**src/rtl/uart_frame_seq_if.sv**
```systemverilog
// Signal bundle between the UART/core harness (master) and the frame sequencer (slave).
interface uart_frame_seq_if #(
  parameter int IN_BITS  = 8,
  parameter int OUT_BITS = 2
);
  logic [7:0]          RxData;
  logic                RxDone;
  logic                RxEn;
  logic [7:0]          TxData;
  logic                TxEn;
  logic                TxDone;
  logic [IN_BITS-1:0]  OpData;
  logic                Start;
  logic                CoreDone;
  logic [OUT_BITS-1:0] CoreResult;
  logic                Trigger;
  logic                TimedOut;
  logic                Overrun;

  modport master (
    output RxData, RxDone, TxDone, CoreDone, CoreResult,
    input  RxEn, TxData, TxEn, OpData, Start, Trigger, TimedOut, Overrun
  );

  modport slave (
    input  RxData, RxDone, TxDone, CoreDone, CoreResult,
    output RxEn, TxData, TxEn, OpData, Start, Trigger, TimedOut, Overrun
  );
endinterface

```
**src/rtl/uart_frame_seq.sv**
```systemverilog
// UART frame sequencer: gathers an operand frame, runs the core with a timeout,
// and serialises the result back out LSB byte first.
module uart_frame_seq #(
  parameter int IN_BITS  = 8,
  parameter int OUT_BITS = 2,
  parameter int TIMEOUT  = 1024
) (
  input logic            Clk,
  input logic            Rst_n,
  uart_frame_seq_if.slave bus
);
  localparam int IN_BYTES  = (IN_BITS + 7) / 8;
  localparam int OUT_BYTES = (OUT_BITS + 7) / 8;
  localparam int SH_W      = IN_BYTES * 8;
  localparam int RS_W      = OUT_BYTES * 8;
  localparam int RC_W      = (IN_BYTES > 1) ? $clog2(IN_BYTES) : 1;
  localparam int TC_W      = (OUT_BYTES > 1) ? $clog2(OUT_BYTES) : 1;
  localparam int CY_W      = $clog2(TIMEOUT);
  localparam logic [RC_W-1:0] RC_LAST = RC_W'(IN_BYTES - 1);
  localparam logic [TC_W-1:0] TC_LAST = TC_W'(OUT_BYTES - 1);
  localparam logic [CY_W-1:0] CY_LAST = CY_W'(TIMEOUT - 1);

  typedef enum logic [1:0] {
    S_RECV = 2'd0,
    S_RUN  = 2'd1,
    S_SEND = 2'd2,
    S_GAP  = 2'd3
  } state_t;

  // Byte idx of the result, zero-padded above OUT_BITS.
  function automatic logic [7:0] result_byte(input logic [OUT_BITS-1:0] res,
                                             input logic [TC_W-1:0]     idx);
    logic [RS_W-1:0] padded;
    padded                 = '0;
    padded[OUT_BITS-1:0]   = res;
    return padded[{idx, 3'b000} +: 8];
  endfunction

  state_t              r_state;
  logic [RC_W-1:0]     r_rcnt;
  logic [TC_W-1:0]     r_tcnt;
  logic [CY_W-1:0]     r_cyc;
  logic [SH_W-1:0]     r_shadow;
  logic [OUT_BITS-1:0] r_result;
  logic                r_rx_en;
  logic                r_tx_en;
  logic [7:0]          r_tx_data;
  logic [IN_BITS-1:0]  r_op_data;
  logic                r_start;
  logic                r_trigger;
  logic                r_timed_out;
  logic                r_overrun;
  logic [SH_W-1:0]     w_shadow_next;

  always_comb begin
    w_shadow_next                         = r_shadow;
    w_shadow_next[{r_rcnt, 3'b000} +: 8]  = bus.RxData;
  end

  always_ff @(posedge Clk) begin
    if (!Rst_n) begin
      r_state     <= S_RECV;
      r_rcnt      <= '0;
      r_tcnt      <= '0;
      r_cyc       <= '0;
      r_shadow    <= '0;
      r_result    <= '0;
      r_rx_en     <= 1'b0;
      r_tx_en     <= 1'b0;
      r_tx_data   <= 8'h00;
      r_op_data   <= '0;
      r_start     <= 1'b0;
      r_trigger   <= 1'b0;
      r_timed_out <= 1'b0;
      r_overrun   <= 1'b0;
    end else begin
      r_start <= 1'b0;
      if (bus.RxDone && (r_state != S_RECV)) begin
        r_overrun <= 1'b1;
      end
      case (r_state)
        S_RECV: begin
          r_rx_en <= 1'b1;
          if (bus.RxDone) begin
            r_shadow <= w_shadow_next;
            if (r_rcnt == RC_LAST) begin
              r_rcnt    <= '0;
              r_op_data <= w_shadow_next[IN_BITS-1:0];
              r_start   <= 1'b1;
              r_trigger <= 1'b1;
              r_rx_en   <= 1'b0;
              r_cyc     <= '0;
              r_state   <= S_RUN;
            end else begin
              r_rcnt <= r_rcnt + RC_W'(1);
            end
          end
        end
        S_RUN: begin
          // A completion in the last timeout cycle wins over the timeout.
          if (bus.CoreDone) begin
            r_result  <= bus.CoreResult;
            r_tx_data <= result_byte(bus.CoreResult, '0);
            r_tx_en   <= 1'b1;
            r_trigger <= 1'b0;
            r_state   <= S_SEND;
          end else if (r_cyc == CY_LAST) begin
            r_result    <= '1;
            r_tx_data   <= result_byte('1, '0);
            r_tx_en     <= 1'b1;
            r_trigger   <= 1'b0;
            r_timed_out <= 1'b1;
            r_state     <= S_SEND;
          end else begin
            r_cyc <= r_cyc + CY_W'(1);
          end
        end
        S_SEND: begin
          if (bus.TxDone) begin
            r_tx_en <= 1'b0;
            if (r_tcnt == TC_LAST) begin
              r_tcnt  <= '0;
              r_rx_en <= 1'b1;
              r_state <= S_RECV;
            end else begin
              r_tcnt  <= r_tcnt + TC_W'(1);
              r_state <= S_GAP;
            end
          end
        end
        S_GAP: begin
          r_tx_en   <= 1'b1;
          r_tx_data <= result_byte(r_result, r_tcnt);
          r_state   <= S_SEND;
        end
        default: begin
          r_state   <= S_RECV;
          r_tx_en   <= 1'b0;
          r_trigger <= 1'b0;
        end
      endcase
    end
  end

  assign bus.RxEn     = r_rx_en;
  assign bus.TxEn     = r_tx_en;
  assign bus.TxData   = r_tx_data;
  assign bus.OpData   = r_op_data;
  assign bus.Start    = r_start;
  assign bus.Trigger  = r_trigger;
  assign bus.TimedOut = r_timed_out;
  assign bus.Overrun  = r_overrun;
endmodule

```
**src/flat_wrapper.sv**
```systemverilog
// flat-port wrapper written by rule: the top's interface ports become plain ports
module uart_frame_seq_flat 
#(
  parameter int IN_BITS  = 8,
  parameter int OUT_BITS = 2,
  parameter int TIMEOUT  = 1024
)
  (Clk, Rst_n, bus_RxData, bus_RxDone, bus_TxDone, bus_CoreDone, bus_CoreResult, bus_RxEn, bus_TxData, bus_TxEn, bus_OpData, bus_Start, bus_Trigger, bus_TimedOut, bus_Overrun);
  uart_frame_seq_if #(.IN_BITS(IN_BITS), .OUT_BITS(OUT_BITS)) bus_i ();
  input logic Clk;
  input logic Rst_n;
  input wire logic [$bits(bus_i.RxData)-1:0] bus_RxData;
  input wire logic [$bits(bus_i.RxDone)-1:0] bus_RxDone;
  input wire logic [$bits(bus_i.TxDone)-1:0] bus_TxDone;
  input wire logic [$bits(bus_i.CoreDone)-1:0] bus_CoreDone;
  input wire logic [$bits(bus_i.CoreResult)-1:0] bus_CoreResult;
  output wire logic [$bits(bus_i.RxEn)-1:0] bus_RxEn;
  output wire logic [$bits(bus_i.TxData)-1:0] bus_TxData;
  output wire logic [$bits(bus_i.TxEn)-1:0] bus_TxEn;
  output wire logic [$bits(bus_i.OpData)-1:0] bus_OpData;
  output wire logic [$bits(bus_i.Start)-1:0] bus_Start;
  output wire logic [$bits(bus_i.Trigger)-1:0] bus_Trigger;
  output wire logic [$bits(bus_i.TimedOut)-1:0] bus_TimedOut;
  output wire logic [$bits(bus_i.Overrun)-1:0] bus_Overrun;
  assign bus_i.RxData = bus_RxData;
  assign bus_i.RxDone = bus_RxDone;
  assign bus_i.TxDone = bus_TxDone;
  assign bus_i.CoreDone = bus_CoreDone;
  assign bus_i.CoreResult = bus_CoreResult;
  assign bus_RxEn = bus_i.RxEn;
  assign bus_TxData = bus_i.TxData;
  assign bus_TxEn = bus_i.TxEn;
  assign bus_OpData = bus_i.OpData;
  assign bus_Start = bus_i.Start;
  assign bus_Trigger = bus_i.Trigger;
  assign bus_TimedOut = bus_i.TimedOut;
  assign bus_Overrun = bus_i.Overrun;
  uart_frame_seq #(.IN_BITS(IN_BITS), .OUT_BITS(OUT_BITS), .TIMEOUT(TIMEOUT)) u_core (.Clk(Clk), .Rst_n(Rst_n), .bus(bus_i));
endmodule
```
**config.mk**
```make
export PLATFORM = sky130hd
export DESIGN_NAME = uart_frame_seq_flat
export DESIGN_NICKNAME = d
export VERILOG_FILES = /design/src/rtl/uart_frame_seq_if.sv /design/src/rtl/uart_frame_seq.sv /design/src/flat_wrapper.sv
export SDC_FILE = /design/constraint.sdc
export NUM_CORES = 1
export LEC_CHECK = 0
export ABC_AREA = 1
export CORE_ASPECT_RATIO = 1.25
export CORE_MARGIN = 5
export CORE_UTILIZATION = 28
export CTS_CLUSTER_DIAMETER = 120
export DETAILED_ROUTE_END_ITERATION = 16
export PLACE_DENSITY = 0.58
export SLEW_MARGIN = 20
export SYNTH_ARGS = -nofsm -noshare
export SYNTH_HDL_FRONTEND = slang
export SYNTH_SLANG_ARGS = --single-unit
```
**constraint.sdc**
```tcl
create_clock -name Clk -period 3.55 [get_ports Clk]
set_input_delay 1.065 -clock Clk [delete_from_list [all_inputs] [get_ports Clk]]
set_output_delay 1.065 -clock Clk [all_outputs]
set_load 0.1 [all_outputs]
```
After elaboration in Yosys (flattened, before gate mapping)
Index checks and enable logic that the tools add are counted.

Register bits after elaboration: 46. Bits in latches: 0. Bits in writable memories: 0. ROM bits: 0. Bits of input ports: 15. Output and inout bits: 22. Memories kept: 0.

Add/sub/neg operators: 4. Multiply operators: 0. Divide/modulo/power cells: 0. Order comparisons: 0. Equal/unequal tests: 11. Shift-type cells: 3. Mux-type cells: 35. Bitwise logic cells: 2. Reduce and logical (&&, ||, !) cells: 20.

Operator list (number): $mux W10 (4); $pmux W10 S2 (1); $mux W2 (8); $mux W8 (2); $pmux W8 S2 (1); $reduce_and A3 Y1 (5); $mux W1 (14); $ne A2 B2 Y1 const B (6); $add A10 B1 Y10 const B (1); $eq A10 B10 Y1 const B (1); $reduce_bool A2 Y1 (5); $bwmux W8 (1); $pmux W2 S4 (1); $reduce_and A2 Y1 (4); $reduce_and A4 Y1 (2); $shift A8 B6 Y8 const A (1); $shiftx A8 B5 Y8 (1); $shiftx A8 B6 Y8 (1); $neg A4 Y6 (1); $reduce_and A5 Y1 (1); $eq A2 B2 Y1 const B (2); $pmux W1 S2 (2); $ne A3 B2 Y1 const B (1); $pmux W1 S3 (1); 6 further kinds (8).

Logic depth before layout (Yosys ltp)
Gate-level depths: netlist of run 1.

Depth in word-level cells: 4. Mapped depth: 10. Depth with buffers taken out: 9.

Least setup slack after synthesis of run 1
OpenSTA, ideal clock, no wires.

Kind: reg2out. Start point: reg u_core.r_rx_en (netlist: u_core.bus.RxEn). End point: out bus_RxEn. Arrival: 0.925 ns. Slack: 1.560 ns. Stages on the path, launching flop included: 1. Path through: dfxtp_1.

RTL lines: from (decl) (line uart_frame_seq.sv:45) `logic r_rx_en;`; from (signal assigned) (line uart_frame_seq.sv:68) `r_rx_en <= 1'b0;`; from (signal assigned) (line uart_frame_seq.sv:83) `r_rx_en <= 1'b1;`; from (signal assigned) (line uart_frame_seq.sv:91) `r_rx_en <= 1'b0;`; to (decl) (line flat_wrapper.sv:17) `output wire logic [$bits(bus_i.RxEn)-1:0] bus_RxEn;`.

No word-level cell between the ends.

Worst setup path in the final report of run 1
Start point: in bus_CoreDone. End point: reg u_core.r_cyc[2].

Cells in the longest elaborated chain, start to end: 2.

RTL lines: from (decl) (line flat_wrapper.sv:15) `input wire logic [$bits(bus_i.CoreDone)-1:0] bus_CoreDone;`; $ne A2 B2 Y1 (no line); $reduce_and A5 Y1 (no line); to (signal assigned) (line uart_frame_seq.sv:115) `r_cyc <= r_cyc + CY_W'(1);`; to (decl) (line uart_frame_seq.sv:42) `logic [CY_W-1:0] r_cyc;`.

No other way between the ends. A chain may end at the register's enable or synchronous reset.

==> results.ini, run 1 <==
[floorplan]
die-area_sq_um=6750
rows=29
initial_utilization_pct=28.7
design.core.area_sq_um=5080
die_h_um=90.6
die_x_um=74.5
pin_count=37

[worst_setup_path]
critPathCaptureType=flop
required_ps=3720
cp_max_fo=13
reg2reg_depth=8
worstReg2RegEnd=u_core.r_cyc[8]
cpMostUsedCell=nor2_1
slowest_stage=clkdlybuf4s50_1
crit_path_max_incr_delay_ps=450
worstPathArrival_ps=2420
rrSetupSlack_ps=1670
criticalPathCategory=in -> reg
crit_buf_inv=2
r2r-start=u_core.r_cyc[0]
startpoint_type=input pin
critPathTopFamily=simple AND/OR/NAND/NOR gates
path_cells=clkdlybuf4s50_1, nor2_2, nand2_1, nand2_2, inv_1, nor2_1, nor2_1

[status]
status=finished clean

[clock_tree]
cts_buffer_depth=2
cts.sinks=30
root_buffer=clkbuf_8
cts_tree=yes
cts_resized=0
cts_made_buffers=5
clkTransAtPathRegs_ps=70
htreeDepth=2
postCtsHoldBufs=0
cts_setup_buffers=0
insertion_delay_ps=280

[layout]
fill_cells=566
num_antenna_cells=0
syn_to_final_growth_pct=26.2
regArea_sq_um=601
fin_util_pct=36.2
drive_above_1_share_pct=13.7
multi_input_area_sq_um=697
final_cells=303
nets=257

[logic_synthesis]
ys_top_cells_by_area=dfxtp_1 41%, nand2_1 14%, nand3_1 8.2%
async_reset_ff_share_pct=0
syn_avg_cell_area_sq_um=6.87
yosysWarnings=0
synth-seq-cells=30
synth_cell_types=26
yosysMostFrequentCell=nand2_1
synth.top_cells.by_count=55 x nand2_1, 30 x dfxtp_1, 24 x nand3_1
synthCells=212
synth_edf_count=0
ys.flop_type=dfxtp_1
synth.largest_area_cell=dfxtp_1
synth_top_cell_area_share_pct=41.2
syn_area_sq_um=1460
seq_area_frac_synth_pct=41.2

[worst_hold_path]
hp-class=reg -> reg
hold-path-endpoint=u_core.bus.TxEn
min-delay-start=u_core.bus.TxEn
hold-path-cell-count=2

[power_and_ir_drop]
p_total_uw=966
irDropWorstVdd_mv=0.293
power.leakage_uw=0.000820
power_density_nw_per_um2=525

[place]
port_buffers=30
gp_congestion=0.778
dp.cells=296
dp_hpwl_um=2420

[sta]
setup_viol=0
max_freq_ghz=0.444
finalClockSkew_ps=9.27
final_max_slew_viol_count=0
setup_tns_ps=0
period_share_pct=63.4
min_period_ps=2250
rsz0062_at_grt=no
finalHoldViolCount=0

[run]
drv_cap=0

[route]
viasPerCell=4.50
vias=1362
ant_nets=0
wl_per_cell_um=10.6
first_pass_iters=4
first_iter_violations=50
drc_errors=0
routed_wl_um=3210

[global_routing]
grt_start_max_net_pins=20
grt-ovfl-total=0
track_usage_pct=10.7
grt_pass1_vias=1310
grt_pass1_wl_um=5790
antenna_found_initial=0

[flip-flops by register name (all words and copies together), names as in the netlist]
register	cells
u_core.r_result	2
u_core.r_state	2
u_core.bus.Overrun	1
u_core.bus.TimedOut	1
u_core.bus.Start	1
u_core.bus.TxEn	1
u_core.r_cyc	10
u_core.bus.TxData	2
u_core.bus.Trigger	1
u_core.bus.OpData	8
u_core.bus.RxEn	1
[how the worst max path moves through the flow]
stage	endpoint	from	cells after the start	slack (ps)
6_report	u_core.r_cyc[2]	bus_CoreDone	7	1300
5_1_grt	u_core.r_cyc[2]	bus_CoreDone	7	1150
4_1_cts	u_core.r_cyc[2]	bus_CoreDone	7	1300
3_5_place_dp	u_core.r_cyc[2]	bus_CoreDone	7	1000
3_3_place_gp	u_core.bus.Trigger	Rst_n	5	1050
2_1_floorplan	bus_RxEn	u_core.bus.RxEn	0	1560
[per-layer routing]
metal | GRT usage [%] | vias up | share of wire [%]
met4 | 4.01 | 0 | 1.9
met3 | 3.34 | 6 | 5.8
met2 | 17.1 | 35 | 48
met5 | 0 | - | 0
li1 | - | 720 | -
met1 | 13.1 | 601 | 44
[cell families (layout without fill, tap and decap cells)]
| kind of cell | after synthesis | count (layout) | synth area share (%) |
|---|---|---|---|
| AOI/OAI and AO/OA | 26 | 26 | 9.71 |
| xor gates and xnor gates | 1 | 1 | 0.601 |
| adders and majority gates | 1 | 1 | 0.859 |
| buffers and inverters | 36 | 60 | 12.2 |
| DFF | 30 | 30 | 41.2 |
| other | 1 | 6 | 0.257 |
| and+or+nand+nor | 117 | 117 | 35.1 |
[worst reg2reg max path: stages, from the launching register on]
cell	delay, ps
dfxtp_1	450
ha_1	270
nand2_2	70
nor2_1	90
nand3_1	100
nand2_1	310
nand2_2	250
a21oi_1	180
nor2_1	50
[layout by cell type, fill, tap and decap left out]
cell	n
a21oi_1	14
conb_1	6
o311a_1	1
nand4_1	3
buf_4	17
nor2_2	2
nor3_1	2
nor3b_1	2
o21bai_1	1
o21ai_1	1
inv_2	1
ha_1	1
clkdlybuf4s50_1	14
a31oi_1	1
dfxtp_1	30
inv_1	21
nand2_2	5
nor2_4	1
clkbuf_8	6
nand2_1	55
o31ai_1	1
nand3_1	24
xor2_1	1
o21ai_0	7
bufinv_16	1
nor2_1	23
[power by group]
part           internal (uW)  switching [uW]  leakage, uW  total (uW)
combinational           55.0             187     0.000517         242
sequential               359            18.5     0.000246         378
clock                    224             121    0.0000573         346
total                    639             327     0.000820         966
[cell type report]
type | count | share of cell area, %
Clock inverter | 1 | 1.63
Tap cell | 62 | 4.22
Sequential cell | 30 | 32.7
Clock buffer | 6 | 4.49
Timing Repair Buffer | 31 | 14.6
Multi-Input combinational cell | 151 | 37.9
Inverter | 22 | 4.49
[stage by stage]
stage	hold WS [ps]	area [sq um]	setup slack [ps]
after floorplan	459	1480	1560
after global placement	439	1730	1050
after detailed placement	439	1730	1000
after CTS	450	1840	1300
after global routing	476	1840	1150
final	447	1840	1300
(Power assumes the default switching activity.)
==> run 2: changes to the inputs <==
- clock period: 3.55 -> 2.1 ns (I/O delays scaled with it)
==> results.ini, run 2 (synthesized netlist as in run 1, its figures left out) <==
[global_routing]
grt_pass1_wl_um=6010  ; +3.8%
antenna_found_initial=0  ; unchanged
grt_start_max_net_pins=19  ; -5.0%
grt_pass1_vias=1313  ; +0.23%
track_usage_pct=11.3  ; +0.67 points
grt-ovfl-total=0  ; unchanged

[floorplan]
die_h_um=90.6  ; unchanged
initial_utilization_pct=28.7  ; unchanged
rows=29  ; unchanged
die_x_um=74.5  ; unchanged
pin_count=37  ; unchanged
design.core.area_sq_um=5080  ; unchanged
die-area_sq_um=6750  ; unchanged

[sta]
fin_ws_ps=419  ; -881 ps
finalClockSkew_ps=6.32  ; -2.95 ps
finalHoldViolCount=0  ; unchanged
min_period_ps=1680
period_share_pct=80.1
setup_viol=0  ; unchanged
max_freq_ghz=0.595
final_max_slew_viol_count=0  ; unchanged
rsz0062_at_grt=no
setup_tns_ps=0  ; unchanged

[worst_setup_path]
required_ps=2270  ; -1450 ps
cp_max_fo=13  ; unchanged
worstPathArrival_ps=1850  ; -570 ps
startpoint_type=flop
rrSetupSlack_ps=420  ; -1250 ps
r2r-start=u_core.r_cyc[0]
reg2reg_depth=8  ; unchanged
critPathCaptureType=flop
worstReg2RegEnd=u_core.r_cyc[8]
criticalPathCategory=reg -> reg

[layout]
num_antenna_cells=0  ; unchanged
mostFrequentLayoutCells=55 x nand2_1, 30 x dfxtp_1, 24 x nand3_1
final_cells=306  ; +0.99%
final_common_cell=nand2_1
regArea_sq_um=601  ; unchanged
largest-register=u_core.r_cyc
fill_cells=539  ; -4.8%
fin_util_pct=40.3  ; +4.1 points
syn_to_final_growth_pct=40.6
multi_input_area_sq_um=697  ; unchanged
nets=260  ; +1.2%
largest_register_ffs=10  ; unchanged
drive_above_1_share_pct=14.8  ; +1.1 points

[clock_tree]
cts_tree=yes
root_buffer=clkbuf_8
postCtsHoldBufs=0  ; unchanged
insertion_delay_ps=280  ; about the same
cts_made_buffers=5  ; unchanged
cts_resized=0  ; unchanged
cts_buffer_depth=2  ; unchanged
htreeDepth=2  ; unchanged
cts.sinks=30  ; unchanged
clkTransAtPathRegs_ps=60  ; about the same
cts_setup_buffers=0  ; unchanged

[power_and_ir_drop]
power_density_nw_per_um2=837  ; +59%
power_frac_seq_pct=38.0  ; -1.1 points
switching_share_pct=33.6  ; -0.28 points
switching_power_uw=576  ; +76%
power_frac_comb_pct=27.4  ; +2.3 points
irDropWorstVdd_mv=0.393  ; +34%
p_int_uw=1140  ; +78%
power.leakage_uw=0.000881  ; +7.5%
clock_power_share_pct=34.6  ; -1.2 points

[worst_hold_path]
hold-path-cell-count=2  ; unchanged
hp-class=reg -> reg
min-delay-start=u_core.bus.TxData[0]
hold-path-endpoint=u_core.bus.TxData[0]

[place]
dp_hpwl_um=2580  ; +6.4%
gp_congestion=0.863  ; +11%
place_ws_ps=205  ; -800 ps
port_buffers=30  ; unchanged
dp.cells=299  ; +1.0%

[route]
routed_wl_um=3390  ; +5.6%
ant_nets=0  ; unchanged
wl_per_cell_um=11.1  ; +4.6%
vias=1389  ; +2.0%
first_iter_violations=126  ; +150%
drc_errors=0  ; unchanged
first_pass_iters=4  ; unchanged
viasPerCell=4.54  ; +0.98%

[run]
drv_cap=0  ; unchanged

[status]
status=finished clean

-- run 2: worst max-delay path by stage --
stage / depth (start not counted) / to / slack (ps) / start
floorplan: 0 / bus_RxEn / 550 / u_core.bus.RxEn
global placement: 7 / u_core.r_cyc[2] / 220 / bus_CoreDone
detailed placement: 6 / u_core.r_cyc[2] / 200 / bus_RxDone
CTS: 8 / u_core.r_cyc[8] / 400 / u_core.r_cyc[0]
global route: 9 / u_core.bus.Trigger / 130 / u_core.r_cyc[0]
finish: 8 / u_core.r_cyc[8] / 420 / u_core.r_cyc[0]
-- run 2: metrics by stage --
stage	area (sq um)	power (uW)	hold WS [ps]
floorplan	1480	985	459
global placement	1940	1130	478
detailed placement	1940	1140	496
CTS	2050	1730	507
global route	2050	1790	525
finish	2050	1710	501
-- run 2: worst max-delay path, stage by stage, from the launching register on --
cell     delay, ps
dfxtp_1        450
ha_1           270
nand2_2         70
nor2_1          90
nand3_1        100
nand2_1        160
nand2_2        190
a21oi_1        190
nor2_1          50
-- run 2: cell type report --
| class | instances | area share, % |
|---|---|---|
| multi-input cells | 151 | 34.0 |
| flip-flops and latches | 30 | 29.3 |
| repair buffers | 34 | 23.3 |
| clock buffers | 6 | 4.03 |
| inverters | 22 | 4.03 |
| well taps | 62 | 3.79 |
| clock inverters | 1 | 1.47 |
-- run 2: layer usage --
metal | track usage (%) | vias up | routed length [um]
met5 | 0 | - | 0
met4 | 4.90 | 0 | 72
met3 | 4.12 | 5 | 237
met2 | 17.9 | 42 | 1590
met1 | 13.5 | 611 | 1490
li1 | - | 731 | -
-- run 2: power by group through the flow --
stage,combinational [uW],sequential [uW],clock [uW]
floorplan,177,808,0
global placement,472,663,0
detailed placement,473,663,0
CTS,474,651,608
global route,501,657,631
finish,470,651,593
==> run 3: changes to the inputs <==
- PLACE_DENSITY: 0.58 -> 0.59
- clock period: 2.1 -> 1.4 ns (I/O delays scaled with it)
==> results.ini, run 3 (synthesized netlist as in run 1, its figures left out) <==
[layout]
mostFrequentLayoutCells=53 x nand2_1, 27 x dfxtp_1, 22 x nand3_1
final_cell_area_sq_um=2200  ; +7.5%
final_common_cell=nand2_1
nets=276  ; +6.2%
drive_above_1_share_pct=23.8  ; +9.1 points
largest-register=u_core.r_cyc
syn_to_final_growth_pct=51.2
fill_cells=525  ; -2.6%
largest_register_ffs=10  ; unchanged
num_antenna_cells=0  ; unchanged

[route]
viasPerCell=4.56  ; +0.37%
routed_wl_um=3710  ; +9.5%
vias=1467  ; +5.6%
first_iter_violations=51  ; -60%
drc_errors=0  ; unchanged
first_pass_iters=4  ; unchanged
wl_per_cell_um=11.5  ; +4.0%
ant_nets=0  ; unchanged

[place]
place_ws_ps=-233  ; -438 ps
dp_hpwl_um=2780  ; +8.1%
gp_congestion=0.792  ; -8.2%
port_buffers=30  ; unchanged
placed_cell_area_sq_um=2060  ; +6.7%

[worst_setup_path]
cp_max_fo=5  ; -8
reg2reg_depth=8  ; unchanged
rrSetupSlack_ps=90  ; -330 ps
critPathCaptureType=flop
criticalPathCategory=reg -> reg
startpoint_type=flop
worstReg2RegEnd=u_core.r_cyc[4]
required_ps=1610  ; -660 ps
r2r-start=u_core.r_cyc[1]
worstPathArrival_ps=1520  ; -330 ps

[floorplan]
design.core.area_sq_um=5080  ; unchanged
rows=29  ; unchanged
die_x_um=74.5  ; unchanged
pin_count=37  ; unchanged
initial_utilization_pct=28.7  ; unchanged
die-area_sq_um=6750  ; unchanged
die_h_um=90.6  ; unchanged

[clock_tree]
root_buffer=clkbuf_8
clkTransAtPathRegs_ps=60  ; about the same
htreeDepth=2  ; unchanged
cts_setup_buffers=0  ; unchanged
cts_buffer_depth=2  ; unchanged
cts.sinks=30  ; unchanged
insertion_delay_ps=280  ; about the same
cts_tree=yes
cts_made_buffers=5  ; unchanged

[global_routing]
track_usage_pct=11.5  ; +0.16 points
grt_pass1_vias=1364  ; +3.9%
grt-ovfl-total=0  ; unchanged
grt_start_max_net_pins=19  ; unchanged
grt_pass1_wl_um=6170  ; +2.6%
antenna_found_initial=0  ; unchanged

[sta]
finalHoldViolCount=0  ; unchanged
setup_viol=0  ; unchanged
setup_tns_ps=0  ; unchanged
fin_ws_ps=88.1  ; -330 ps
max_freq_ghz=0.762  ; +28%
period_share_pct=93.7  ; +14 points
finalClockSkew_ps=5.66  ; -0.657 ps
final_max_slew_viol_count=0  ; unchanged
min_period_ps=1310  ; -370 ps

[worst_hold_path]
min-delay-start=u_core.bus.TxData[1]
hold-path-cell-count=2  ; unchanged
hp-class=reg -> reg
hold-path-endpoint=u_core.bus.TxData[1]

[status]
status=finished clean

[run]
drv_cap=0  ; unchanged

[power_and_ir_drop]
power.leakage_uw=0.000942  ; +6.8%
irDropWorstVdd_mv=0.627  ; +60%
power_density_nw_per_um2=1080  ; +29%

-- run 3: worst max path at each step --
stage               depth (start not counted)            endpoint             from  slack (ps)
floorplan                                   0            bus_RxEn  u_core.bus.RxEn          60
global placement                            7     u_core.r_cyc[2]     bus_CoreDone        -210
detailed placement                          6     u_core.r_cyc[4]     bus_CoreDone        -230
CTS                                         8     u_core.r_cyc[4]  u_core.r_cyc[1]         -20
global route                                9  u_core.bus.Trigger  u_core.r_cyc[1]          -9
finish                                      8     u_core.r_cyc[4]  u_core.r_cyc[1]          90
-- run 3: power by group --
part           internal, uW  switching [uW]  total (uW)
logic                   263             504         767
registers               912            54.0         966
clock network           341             302         643
total                  1520             860        2380
-- run 3: cell type report --
type / count / area [sq um] / share of cell area (%)
multi-input cells: 151 / 743 / 33.8
repair buffers: 50 / 614 / 27.9
flip-flops and latches: 30 / 604 / 27.4
inverters: 22 / 86.3 / 3.92
well taps: 62 / 77.6 / 3.52
clock buffers: 7 / 76.3 / 3.47
-- run 3: worst max-delay path, cell delays in order (launching register included) --
cell and delay (ps):
dfxtp_2 350, ha_4 140, nand2_2 60, nor2_2 90, nand3_2 120, nand2_4 120
buf_6 130, nand3_1 80, a21oi_2 150
-- run 3: what timing repair did --
item / CTS / global route
endpoints found under the setup margin: 11 / 19
gates cloned: 0 / 1
resized for setup: 5 / 10
pin swaps: 0 / 4
hold buffers: 0 / 0
-- run 3: metrics by stage --
stage / hold slack, ps / util (%) / power [uW] / cells
2_1_floorplan: 455 / - / 1480 / 217
3_3_place_gp: 486 / 40.6 / 1740 / 314
3_5_place_dp: 483 / 40.6 / 1740 / 314
4_1_cts: 498 / 42.5 / 2400 / 321
5_1_grt: 513 / 43.3 / 2500 / 322
6_report: 494 / 43.3 / 2380 / 322
-- run 3: layer usage --
metal  global-route usage (%)  share of wire (%)  wire [um]  vias up
li1                         -                  -          -      756
met4                     4.90                2.5         91        0
met5                        0                  0          0        -
met3                     3.79                6.0        221        7
met1                     13.2                 42       1550      673
met2                     19.0                 50       1850       31
